`config.mk`:
```
export PLATFORM = sky130hd
export DESIGN_NAME = seq_alu
export DESIGN_NICKNAME = d
export VERILOG_FILES = /design/src/rtl/alu_pkg.sv /design/src/rtl/seq_muldiv_core.sv /design/src/rtl/seq_alu.sv
export SDC_FILE = /design/constraint.sdc
export NUM_CORES = 1
export LEC_CHECK = 0
export BUFFER_PORTS_ARGS = -buffer_cell sky130_fd_sc_hd__clkbuf_2
export CAP_MARGIN = 20
export CORE_MARGIN = 8
export CORE_UTILIZATION = 60
export CTS_BUF_LIST = sky130_fd_sc_hd__clkbuf_16
export DETAILED_ROUTE_END_ITERATION = 8
export PLACE_DENSITY = 0.79
export REMOVE_ABC_BUFFERS = 1
export SETUP_SLACK_MARGIN = 0.02
export SLEW_MARGIN = 10
export SYNTH_ARGS = -nofsm -noshare
export SYNTH_HDL_FRONTEND = slang
export SYNTH_SLANG_ARGS = --single-unit
```
`constraint.sdc`:
```
create_clock -name i_clk -period 5.4 [get_ports i_clk]
set_input_delay 1.62 -clock i_clk [delete_from_list [all_inputs] [get_ports i_clk]]
set_output_delay 1.62 -clock i_clk [all_outputs]
set_load 0.02 [all_outputs]
```
`src/rtl/alu_pkg.sv`:
```
// Shared op-codes, FSM state encoding and op classification for the sequential ALU.
package alu_pkg;

    localparam logic [2:0] OP_ADD  = 3'b000;
    localparam logic [2:0] OP_SUB  = 3'b001;
    localparam logic [2:0] OP_AND  = 3'b010;
    localparam logic [2:0] OP_OR   = 3'b011;
    localparam logic [2:0] OP_SLT  = 3'b100;
    localparam logic [2:0] OP_MUL  = 3'b101;
    localparam logic [2:0] OP_DIVU = 3'b110;
    localparam logic [2:0] OP_REMU = 3'b111;

    typedef enum logic [1:0] {
        StIdle = 2'd0,
        StRun  = 2'd1,
        StDone = 2'd2
    } state_e;

    function automatic logic is_iter_op(input logic [2:0] op);
        return (op == OP_MUL) || (op == OP_DIVU) || (op == OP_REMU);
    endfunction

endpackage

```
`src/rtl/seq_muldiv_core.sv`:
```
// Iterative shift-add multiplier / restoring divider sharing one accumulator and shift register.
// Outputs show the value produced by the step in progress, so the owner samples them on last_step.
module seq_muldiv_core
    import alu_pkg::*;
#(
    parameter int unsigned WIDTH = 32
) (
    input  logic             i_clk,
    input  logic             i_rst,
    input  logic             i_load,
    input  logic             i_is_div,
    input  logic [WIDTH-1:0] i_a,
    input  logic [WIDTH-1:0] i_b,
    output logic             o_last_step,
    output logic [WIDTH-1:0] o_prod_lo,
    output logic [WIDTH-1:0] o_quot,
    output logic [WIDTH-1:0] o_rem
);

    localparam int unsigned CW = $clog2(WIDTH + 1);

    logic [CW-1:0]    r_cnt;
    logic             r_is_div;
    logic [WIDTH-1:0] r_acc;  // product low bits or partial remainder
    logic [WIDTH-1:0] r_sh;   // multiplier, or dividend shifting out / quotient shifting in
    logic [WIDTH-1:0] r_opb;  // multiplicand (shifts left) or divisor (static)

    logic [WIDTH:0]   w_trial;
    logic [WIDTH:0]   w_diff;
    logic             w_fits;
    logic [WIDTH-1:0] w_acc_nxt;
    logic [WIDTH-1:0] w_sh_nxt;
    logic [WIDTH-1:0] w_opb_nxt;

    always_comb begin
        w_trial   = {r_acc, r_sh[WIDTH-1]};
        w_diff    = w_trial - {1'b0, r_opb};
        w_fits    = (w_trial >= {1'b0, r_opb});
        w_acc_nxt = r_acc;
        w_sh_nxt  = r_sh;
        w_opb_nxt = r_opb;
        if (r_is_div) begin
            w_acc_nxt = w_fits ? w_diff[WIDTH-1:0] : w_trial[WIDTH-1:0];
            w_sh_nxt  = {r_sh[WIDTH-2:0], w_fits};
        end else begin
            w_acc_nxt = r_sh[0] ? (r_acc + r_opb) : r_acc;
            w_sh_nxt  = r_sh >> 1;
            w_opb_nxt = r_opb << 1;
        end
    end

    always_ff @(posedge i_clk) begin
        if (i_rst) begin
            r_cnt    <= '0;
            r_is_div <= 1'b0;
            r_acc    <= '0;
            r_sh     <= '0;
            r_opb    <= '0;
        end else if (i_load) begin
            r_cnt    <= CW'(WIDTH);
            r_is_div <= i_is_div;
            r_acc    <= '0;
            r_sh     <= i_a;
            r_opb    <= i_b;
        end else if (r_cnt != '0) begin
            r_cnt <= r_cnt - CW'(1);
            r_acc <= w_acc_nxt;
            r_sh  <= w_sh_nxt;
            r_opb <= w_opb_nxt;
        end
    end

    assign o_last_step = (r_cnt == CW'(1));
    assign o_prod_lo   = w_acc_nxt;
    assign o_quot      = w_sh_nxt;
    assign o_rem       = w_acc_nxt;

endmodule

```
`src/rtl/seq_alu.sv`:
```
// Multi-cycle ALU with start/busy/done handshake: single-cycle logic/arithmetic ops plus
// iterative unsigned MUL, DIVU and REMU.
module seq_alu
    import alu_pkg::*;
#(
    parameter int unsigned WIDTH = 32
) (
    input  logic             i_clk,
    input  logic             i_rst,
    input  logic             i_start,
    input  logic [2:0]       i_op,
    input  logic [WIDTH-1:0] i_a,
    input  logic [WIDTH-1:0] i_b,
    output logic [WIDTH-1:0] o_result,
    output logic             o_zero,
    output logic             o_done,
    output logic             o_busy
);

    state_e           r_state;
    logic [2:0]       r_op;
    logic [WIDTH-1:0] r_result;
    logic             r_zero;
    logic             r_done;
    logic             r_busy;

    logic             w_accept;
    logic             w_load;
    logic             w_last_step;
    logic [WIDTH-1:0] w_basic;
    logic [WIDTH-1:0] w_iter_res;
    logic [WIDTH-1:0] w_prod_lo;
    logic [WIDTH-1:0] w_quot;
    logic [WIDTH-1:0] w_rem;

    assign w_accept = i_start && (r_state == StIdle);
    // Zero divisor (and zero multiplier) resolve immediately without entering RUN.
    assign w_load   = w_accept && is_iter_op(i_op) && (i_b != '0);

    always_comb begin
        w_basic = '0;
        case (i_op)
            OP_ADD:  w_basic = i_a + i_b;
            OP_SUB:  w_basic = i_a - i_b;
            OP_AND:  w_basic = i_a & i_b;
            OP_OR:   w_basic = i_a | i_b;
            OP_SLT:  w_basic = {{(WIDTH-1){1'b0}}, ($signed(i_a) < $signed(i_b))};
            OP_DIVU: w_basic = '1;
            OP_REMU: w_basic = i_a;
            default: w_basic = '0;
        endcase
    end

    always_comb begin
        w_iter_res = w_rem;
        if (r_op == OP_MUL) begin
            w_iter_res = w_prod_lo;
        end else if (r_op == OP_DIVU) begin
            w_iter_res = w_quot;
        end
    end

    seq_muldiv_core #(
        .WIDTH(WIDTH)
    ) u_core (
        .i_clk      (i_clk),
        .i_rst      (i_rst),
        .i_load     (w_load),
        .i_is_div   (i_op != OP_MUL),
        .i_a        (i_a),
        .i_b        (i_b),
        .o_last_step(w_last_step),
        .o_prod_lo  (w_prod_lo),
        .o_quot     (w_quot),
        .o_rem      (w_rem)
    );

    always_ff @(posedge i_clk) begin
        if (i_rst) begin
            r_state  <= StIdle;
            r_op     <= OP_ADD;
            r_result <= '0;
            r_zero   <= 1'b0;
            r_done   <= 1'b0;
            r_busy   <= 1'b0;
        end else begin
            r_done <= 1'b0;
            unique case (r_state)
                StIdle: begin
                    if (w_accept) begin
                        r_op   <= i_op;
                        r_busy <= 1'b1;
                        if (w_load) begin
                            r_state <= StRun;
                        end else begin
                            r_state  <= StDone;
                            r_result <= w_basic;
                            r_zero   <= (w_basic == '0);
                            r_done   <= 1'b1;
                        end
                    end
                end
                StRun: begin
                    if (w_last_step) begin
                        r_state  <= StDone;
                        r_result <= w_iter_res;
                        r_zero   <= (w_iter_res == '0);
                        r_done   <= 1'b1;
                    end
                end
                StDone: begin
                    r_state <= StIdle;
                    r_busy  <= 1'b0;
                end
                default: begin
                    r_state <= StIdle;
                    r_busy  <= 1'b0;
                end
            endcase
        end
    end

    assign o_result = r_result;
    assign o_zero   = r_zero;
    assign o_done   = r_done;
    assign o_busy   = r_busy;

endmodule
```
==> flow_results.xml, run 1 <==
<?xml version="1.0" encoding="UTF-8"?>
<metrics>
  <group name="sta">
    <metric name="final_min_period_over_clock_period" unit="%">92.75</metric>
    <metric name="rsz0062_at_grt" unit="">false</metric>
    <metric name="finalCriticalPeriod" unit="ps">5009</metric>
    <metric name="fin_worst_skew" unit="ps">9.111</metric>
    <metric name="drv_slew" unit="">0</metric>
    <metric name="maxClockFrequency" unit="MHz">199.7</metric>
    <metric name="worstMarginPinSlew" unit="ps">1011</metric>
    <metric name="hold_ws" unit="ps">457.3</metric>
    <metric name="final-hold-violation-count" unit="">0</metric>
    <metric name="report.final.setup_viol" unit="">0</metric>
    <metric name="timing.slew.headroom" unit="%">32.38</metric>
  </group>
  <group name="min_path">
    <metric name="hp-class" unit="">flop to flop</metric>
  </group>
  <group name="floorplanning">
    <metric name="floorplan.die.width" unit="µm">188.4</metric>
    <metric name="io-pin-count" unit="">105</metric>
    <metric name="dieArea" unit="mm²">0.03550</metric>
    <metric name="core_area" unit="mm²">0.02948</metric>
    <metric name="fp-row-count" unit="">63</metric>
    <metric name="initial_core_util" unit="%">60.50</metric>
    <metric name="chipHeight" unit="µm">188.4</metric>
  </group>
  <group name="placement">
    <metric name="placement.io_buffers" unit="">104</metric>
    <metric name="dp_hpwl" unit="µm">54930</metric>
    <metric name="dpl_cell_area" unit="mm²">0.01878</metric>
    <metric name="gpl.final_weighted_congestion" unit="">1.025</metric>
  </group>
  <group name="clocking">
    <metric name="cts_sinks" unit="">143</metric>
    <metric name="cts-root-buf" unit="">clkbuf_16</metric>
    <metric name="clockBufferDepth" unit="">2</metric>
    <metric name="cts_tree" unit="">yes</metric>
    <metric name="clk_latency" unit="ps">430</metric>
    <metric name="post_cts_hold_buffer_count" unit="">0</metric>
    <metric name="htree_levels" unit="">4</metric>
    <metric name="post_cts_resize_count" unit="">0</metric>
    <metric name="cts.reportedPaths.clkPinSlew" unit="ps">60</metric>
    <metric name="number_of_buffers_created_by_cts" unit="">17</metric>
    <metric name="postCtsSetupBuffers" unit="">0</metric>
  </group>
  <group name="synth">
    <metric name="post-synth-top-area-fraction" unit="%">16.05</metric>
    <metric name="post_synth_adder_cell_area" unit="%">12.93</metric>
    <metric name="yosys.area_share.xor_xnor" unit="%">2.455</metric>
    <metric name="synth_enable_flop_cells" unit="">0</metric>
    <metric name="ys_seq_area_share" unit="%">16.05</metric>
    <metric name="synth.cell_area" unit="mm²">0.01784</metric>
    <metric name="post_synth_mux_area_share" unit="%">3.858</metric>
    <metric name="synthTopCellsByArea" unit="">dfxtp_1 (16%), ha_1 (12%), a21oi_1 (7.7%), nor2_1 (6.4%), a211oi_1 (6.2%)</metric>
    <metric name="main_combinational_cell_family_by_area_after_synthesis" unit="">compound AO/OA/AOI/OAI gates</metric>
    <metric name="synth_area_per_cell" unit="µm²">7.059</metric>
    <metric name="synth_compound_area_share" unit="%">35.58</metric>
    <metric name="post_synth_num_cell_types" unit="">96</metric>
    <metric name="synth_largest_area_cell" unit="">dfxtp_1</metric>
    <metric name="yosys_register_bits" unit="">143</metric>
    <metric name="post_synth_and_or_nand_nor_area_fraction" unit="%">21.75</metric>
    <metric name="count_of_mapped_cells_out_of_synthesis" unit="">2527</metric>
    <metric name="ys_warn_count" unit="">0</metric>
    <metric name="yosys_most_used_dff" unit="">dfxtp_1</metric>
    <metric name="async_reset_ff_share" unit="%">0</metric>
  </group>
  <group name="power_and_ir_drop">
    <metric name="p_sw_share" unit="%">54.54</metric>
    <metric name="power.density" unit="mW/mm²">573.7</metric>
    <metric name="post-layout-total-power" unit="mW">11.14</metric>
    <metric name="static-leakage-power" unit="nW">8.379</metric>
    <metric name="p_switching" unit="mW">6.075</metric>
    <metric name="ir_drop" unit="mV">0.4330</metric>
    <metric name="clock_power_share" unit="%">11.6</metric>
    <metric name="power_frac_seq" unit="%">16.0</metric>
    <metric name="internal_power" unit="mW">5.064</metric>
    <metric name="p_comb_share" unit="%">72.4</metric>
  </group>
  <group name="setup_path">
    <metric name="worst-endpoint-arrival" unit="ps">5300</metric>
    <metric name="worstPathRequired" unit="ps">5690</metric>
    <metric name="timing.critical_path.to_type" unit="">flop</metric>
    <metric name="startpoint_types" unit="">input port</metric>
    <metric name="critPathKind" unit="">input port to flop</metric>
    <metric name="ff2ff_setup_slack" unit="ps">730</metric>
    <metric name="crit_path_max_fanout" unit="">5</metric>
  </group>
  <group name="detailed_routing">
    <metric name="route.detailed.wl_per_inst" unit="µm">24.37</metric>
    <metric name="route.detailed.drc" unit="">0</metric>
    <metric name="ant_nets" unit="">0</metric>
    <metric name="detailed_route_iter0_violations" unit="">3211</metric>
    <metric name="vias" unit="">20770</metric>
    <metric name="drt-vias-per-instance" unit="">7.046</metric>
    <metric name="dr_pass1_iterations" unit="">9</metric>
    <metric name="postRouteWirelength" unit="µm">71860</metric>
  </group>
  <group name="finish">
    <metric name="final_common_cell" unit="">nor2_1</metric>
    <metric name="area_growth_syn_to_layout" unit="%">8.838</metric>
    <metric name="commonest_cells_after_routing_fill_and_taps_aside" unit="">nor2_1 (304), a21oi_1 (271), nand2_1 (196)</metric>
    <metric name="n_antenna_cell" unit="">0</metric>
    <metric name="drive_gt1_share" unit="%">10.87</metric>
    <metric name="layout.core_utilization" unit="%">65.85</metric>
    <metric name="design_area" unit="mm²">0.01941</metric>
    <metric name="finalNetCount" unit="">2797</metric>
    <metric name="fillerInstances" unit="">2612</metric>
  </group>
  <group name="grt">
    <metric name="total_global_route_track_usage" unit="%">38.44</metric>
    <metric name="first_global_vias" unit="">19430</metric>
    <metric name="initial_antenna_violation_count" unit="">1</metric>
    <metric name="gr-total-overflow" unit="">0</metric>
    <metric name="grt_start_max_net_pins" unit="">136</metric>
    <metric name="first_pass_grt_wire_length" unit="µm">109800</metric>
  </group>
  <group name="outcome">
    <metric name="run_status" unit="">complete, no violations</metric>
  </group>
  <group name="flow_run">
    <metric name="drv_cap" unit="">0</metric>
  </group>
</metrics>
==> logic make-up after synthesis <==
logic type,after synthesis
AO/OA/AOI/OAI,928
AND/OR/NAND/NOR,823
buffers and inverters,334
adder cells (fa/ha/maj),182
flip-flops,143
multiplexers,67
XOR/XNOR,50
==> per-layer routing <==
metal  track usage (%)  part of all wire, %
met1             50.82                   40
met4             18.64                  5.0
met2             58.00                   43
met5                 0                0.013
met3             9.039                   12
==> Yosys cell counts, types with 33 or more instances <==
| cell type | n |
|---|---|
| a211oi_1 | 148 |
| a21o_1 | 53 |
| a21oi_1 | 273 |
| a31oi_1 | 33 |
| clkbuf_1 | 144 |
| dfxtp_1 | 143 |
| ha_1 | 178 |
| inv_1 | 141 |
| mux2i_1 | 53 |
| nand2_1 | 197 |
| nand3_1 | 50 |
| nor2_1 | 305 |
| nor3_1 | 62 |
| o211ai_1 | 49 |
| o21ai_0 | 83 |
==> worst paths after layout <==
kind / start / end / depth (start not counted)
worst max-delay path: i_a[0] / o_result[28] / 17
worst min-delay path: o_result[8] / o_result[8] / 2
worst max register to register: u_core.r_acc[4] / o_zero / 14
worst min register to register: o_result[8] / o_result[8] / 2
==> power by group through the flow <==
stage	Clock (mW)	Sequential [mW]	Combinational, mW
after CTS	1.28	1.75	7.74
after global routing	1.32	1.81	8.62
final	1.29	1.78	8.07
after floorplan	0	1.72	5.47
after global placement	0	1.76	7.54
after detailed placement	0	1.77	7.64
==> layout make-up <==
cell class / count / area [µm²] / area share [%]
flip-flops and latches: 143 / 2867 / 14.77
clock inverters: 15 / 200.2 / 1.031
clock buffers: 17 / 425.4 / 2.191
inverters: 145 / 544.3 / 2.804
repair buffers: 188 / 1191 / 6.136
well taps: 390 / 488.0 / 2.514
multi-input cells: 2050 / 13700 / 70.56
==> state kept, by name, indices dropped and copies added (netlist names) <==
signal and cells:
u_core.r_sh 32, o_zero 1, r_op 3, u_core.r_cnt 6
u_core.r_opb 32, u_core.r_acc 32, r_state 2, o_result 32
o_done 1, u_core.r_is_div 1, o_busy 1
==> per-stage QoR <==
stage | instances | TNS, ps | setup slack, ps
5_1_grt | 2948 | 0 | 161.1
3_3_place_gp | 2915 | 0 | 146.9
6_report | 2948 | 0 | 391.3
4_1_cts | 2947 | 0 | 513.2
2_1_floorplan | 2338 | -522390 | -6408
3_5_place_dp | 2915 | 0 | 67.29
==> critical path: stages <==
cell      delay (ps)
clkbuf_2         110
inv_1             80
ha_1             260
fa_1             400
o21ba_2          240
or4_1            510
a211oi_1         340
nor3_1           100
buf_4            150
nor3_1           370
o21bai_1         210
a21oi_1          210
nor4_1            70
nor2_1           290
nand2_1          100
o211ai_1         130
a21oi_1          100
Note: power is estimated with default switching activity, not from simulation.
==> run 2: changes to the inputs <==
Settings changed: CTS_BUF_LIST sky130_fd_sc_hd__clkbuf_16 to sky130_fd_sc_hd__clkbuf_8 sky130_fd_sc_hd__clkbuf_16.
==> run 2 against run 1 <==
Net effect: cell area rose by 0.21%; routed wire length rose by 0.16%; clock power grew 5%; fmax is 0.91% higher; die area is the same; setup slack better by 45 ps; core utilization increased by 0.14 points.
==> flow_results.xml, run 2 (synthesis results as in run 1) <==
<?xml version="1.0" encoding="UTF-8"?>
<metrics>
  <group name="grt">
    <metric name="total_global_route_track_usage" unit="%">38.52</metric>
    <metric name="first_global_vias" unit="">19440</metric>
    <metric name="initial_antenna_violation_count" unit="">1</metric>
    <metric name="gr-total-overflow" unit="">0</metric>
    <metric name="first_pass_grt_wire_length" unit="µm">110000</metric>
    <metric name="grt_start_max_net_pins" unit="">136</metric>
  </group>
  <group name="detailed_routing">
    <metric name="route.detailed.drc" unit="">0</metric>
    <metric name="met1_length" unit="µm">28960</metric>
    <metric name="dr.max_layer_used" unit="">met4</metric>
    <metric name="route.detailed.wl_per_inst" unit="µm">24.41</metric>
    <metric name="detailed_route_iter0_violations" unit="">3265</metric>
    <metric name="ant_nets" unit="">0</metric>
    <metric name="dr_pass1_iterations" unit="">7</metric>
    <metric name="vias" unit="">20770</metric>
    <metric name="dr_wl_met3" unit="µm">8659</metric>
    <metric name="routed-wl-met2" unit="µm">30540</metric>
    <metric name="postRouteWirelength" unit="µm">71970</metric>
    <metric name="drt-vias-per-instance" unit="">7.046</metric>
  </group>
  <group name="clocking">
    <metric name="clk_latency" unit="ps">440</metric>
    <metric name="post_cts_hold_buffer_count" unit="">0</metric>
    <metric name="clockBufferDepth" unit="">2</metric>
    <metric name="post_cts_resize_count" unit="">0</metric>
    <metric name="cts_tree" unit="">yes</metric>
    <metric name="number_of_buffers_created_by_cts" unit="">17</metric>
    <metric name="cts-root-buf" unit="">clkbuf_16</metric>
    <metric name="cts.reportedPaths.clkPinSlew" unit="ps">60</metric>
    <metric name="htree_levels" unit="">4</metric>
    <metric name="cts_sinks" unit="">143</metric>
    <metric name="postCtsSetupBuffers" unit="">0</metric>
  </group>
  <group name="sta">
    <metric name="final-hold-violation-count" unit="">0</metric>
    <metric name="finalCriticalPeriod" unit="ps">4964</metric>
    <metric name="drv_slew" unit="">0</metric>
    <metric name="fin_worst_skew" unit="ps">9.914</metric>
    <metric name="worstMarginPinSlew" unit="ps">1016</metric>
    <metric name="report.final.setup_viol" unit="">0</metric>
    <metric name="maxClockFrequency" unit="MHz">201.5</metric>
    <metric name="timing.slew.headroom" unit="%">32.02</metric>
    <metric name="rsz0062_at_grt" unit="">false</metric>
    <metric name="hold_ws" unit="ps">456.8</metric>
    <metric name="final_min_period_over_clock_period" unit="%">91.92</metric>
    <metric name="worst_setup_slack_final" unit="ps">436.5</metric>
    <metric name="finalSetupTns" unit="ps">0</metric>
  </group>
  <group name="power_and_ir_drop">
    <metric name="ir_drop" unit="mV">0.4399</metric>
    <metric name="post-layout-total-power" unit="mW">11.20</metric>
    <metric name="static-leakage-power" unit="nW">8.402</metric>
    <metric name="power.density" unit="mW/mm²">575.9</metric>
  </group>
  <group name="setup_path">
    <metric name="worstPathRequired" unit="ps">5780</metric>
    <metric name="timing.critical_path.to_type" unit="">flop</metric>
    <metric name="ff2ff_path_depth" unit="">14</metric>
    <metric name="worst-endpoint-arrival" unit="ps">5340</metric>
    <metric name="critPathSlowestCell" unit="">or4_1</metric>
    <metric name="cpLargestDelayFamily" unit="">simple AND/OR/NAND/NOR gates</metric>
    <metric name="cp_cell_sequence" unit="">clkbuf_2 -&gt; inv_1 -&gt; ha_1 -&gt; fa_1 -&gt; o21ba_2 -&gt; or4_1 -&gt; a211oi_1 -&gt; nor3_1 -&gt; o32ai_1 -&gt; and2_0 -&gt; nand4_1 -&gt; nor4_1 -&gt; buf_4 -&gt; nand4_1 -&gt; nor4_1 -&gt; a31oi_1 -&gt; nand2_1</metric>
    <metric name="crit_path_max_incr_delay" unit="ps">510</metric>
    <metric name="critical_path_depth" unit="">17</metric>
    <metric name="critPathKind" unit="">input port to flop</metric>
    <metric name="crit_path_max_fanout" unit="">5</metric>
    <metric name="startpoint_types" unit="">input port</metric>
    <metric name="timing.critical_path.buf_inv" unit="">3</metric>
  </group>
  <group name="placement">
    <metric name="place_ws" unit="ps">67.29</metric>
    <metric name="dp_hpwl" unit="µm">54930</metric>
    <metric name="placement.io_buffers" unit="">104</metric>
    <metric name="gpl.final_weighted_congestion" unit="">1.025</metric>
  </group>
  <group name="floorplanning">
    <metric name="chipHeight" unit="µm">188.4</metric>
    <metric name="core_area" unit="mm²">0.02948</metric>
    <metric name="dieArea" unit="mm²">0.03550</metric>
    <metric name="fp-row-count" unit="">63</metric>
    <metric name="floorplan.die.width" unit="µm">188.4</metric>
    <metric name="initial_core_util" unit="%">60.50</metric>
    <metric name="io-pin-count" unit="">105</metric>
  </group>
  <group name="min_path">
    <metric name="whs_path_depth" unit="">2</metric>
    <metric name="hp-class" unit="">flop to flop</metric>
  </group>
  <group name="finish">
    <metric name="area_growth_syn_to_layout" unit="%">9.063</metric>
    <metric name="commonest_cells_after_routing_fill_and_taps_aside" unit="">nor2_1 (304), a21oi_1 (271), nand2_1 (196)</metric>
    <metric name="n_antenna_cell" unit="">0</metric>
    <metric name="drive_gt1_share" unit="%">11.02</metric>
    <metric name="finalNetCount" unit="">2797</metric>
    <metric name="final_common_cell" unit="">nor2_1</metric>
  </group>
  <group name="flow_run">
    <metric name="drv_cap" unit="">0</metric>
  </group>
  <group name="outcome">
    <metric name="run_status" unit="">complete, no violations</metric>
  </group>
</metrics>
[run 2: cell types whose count changed in the layout (fill, tap and decap cells not counted), sizes merged]
| cell | before | now |
|---|---|---|
| clkbuf | 120 | 124 |
| clkinv | 9 | 5 |
[run 2: power by group]
group	internal, mW	switching [mW]	total (mW)
clock network	0.866	0.485	1.35
registers	1.41	0.368	1.78
logic	2.84	5.23	8.07
total	5.12	6.08	11.2
[run 2: stage by stage]
stage / utilization [%] / cells / area [µm²]
5_1_grt: 65.99 / 2948 / 19450
4_1_cts: 65.96 / 2947 / 19450
3_5_place_dp: 63.70 / 2915 / 18780
3_3_place_gp: 63.70 / 2915 / 18780
2_1_floorplan: - / 2338 / 17070
6_report: 65.99 / 2948 / 19450
[run 2: layer usage]
| layer | vias to the layer above | track usage, % |
|---|---|---|
| li1 | 9421 | - |
| met1 | 9740 | 50.90 |
| met2 | 1389 | 57.89 |
| met3 | 223 | 9.113 |
| met4 | 0 | 19.15 |
| met5 | - | 0 |
[run 2: worst paths after layout]
kind	from	endpoint	slack (ps)
setup / recovery	i_a[0]	o_zero	440
hold / removal	o_result[8]	o_result[8]	460
setup reg to reg	u_core.r_acc[4]	o_zero	740
hold reg to reg	o_result[8]	o_result[8]	460
[run 2: tightest hold or removal path, cell delays in order, from the launching register on]
cell,delay [ps]
dfxtp_1,310
nand2_1,50
a21oi_1,50
[run 2: final cells by class]
cell class,instances,area (µm²)
clock inverter,11,185.2
tap,390,488.0
timing repair buffer,188,1191
inverter,145,544.3
sequential,143,2867
multi-input combinational,2050,13700
clock buffer,21,480.5
fill,2607,10030
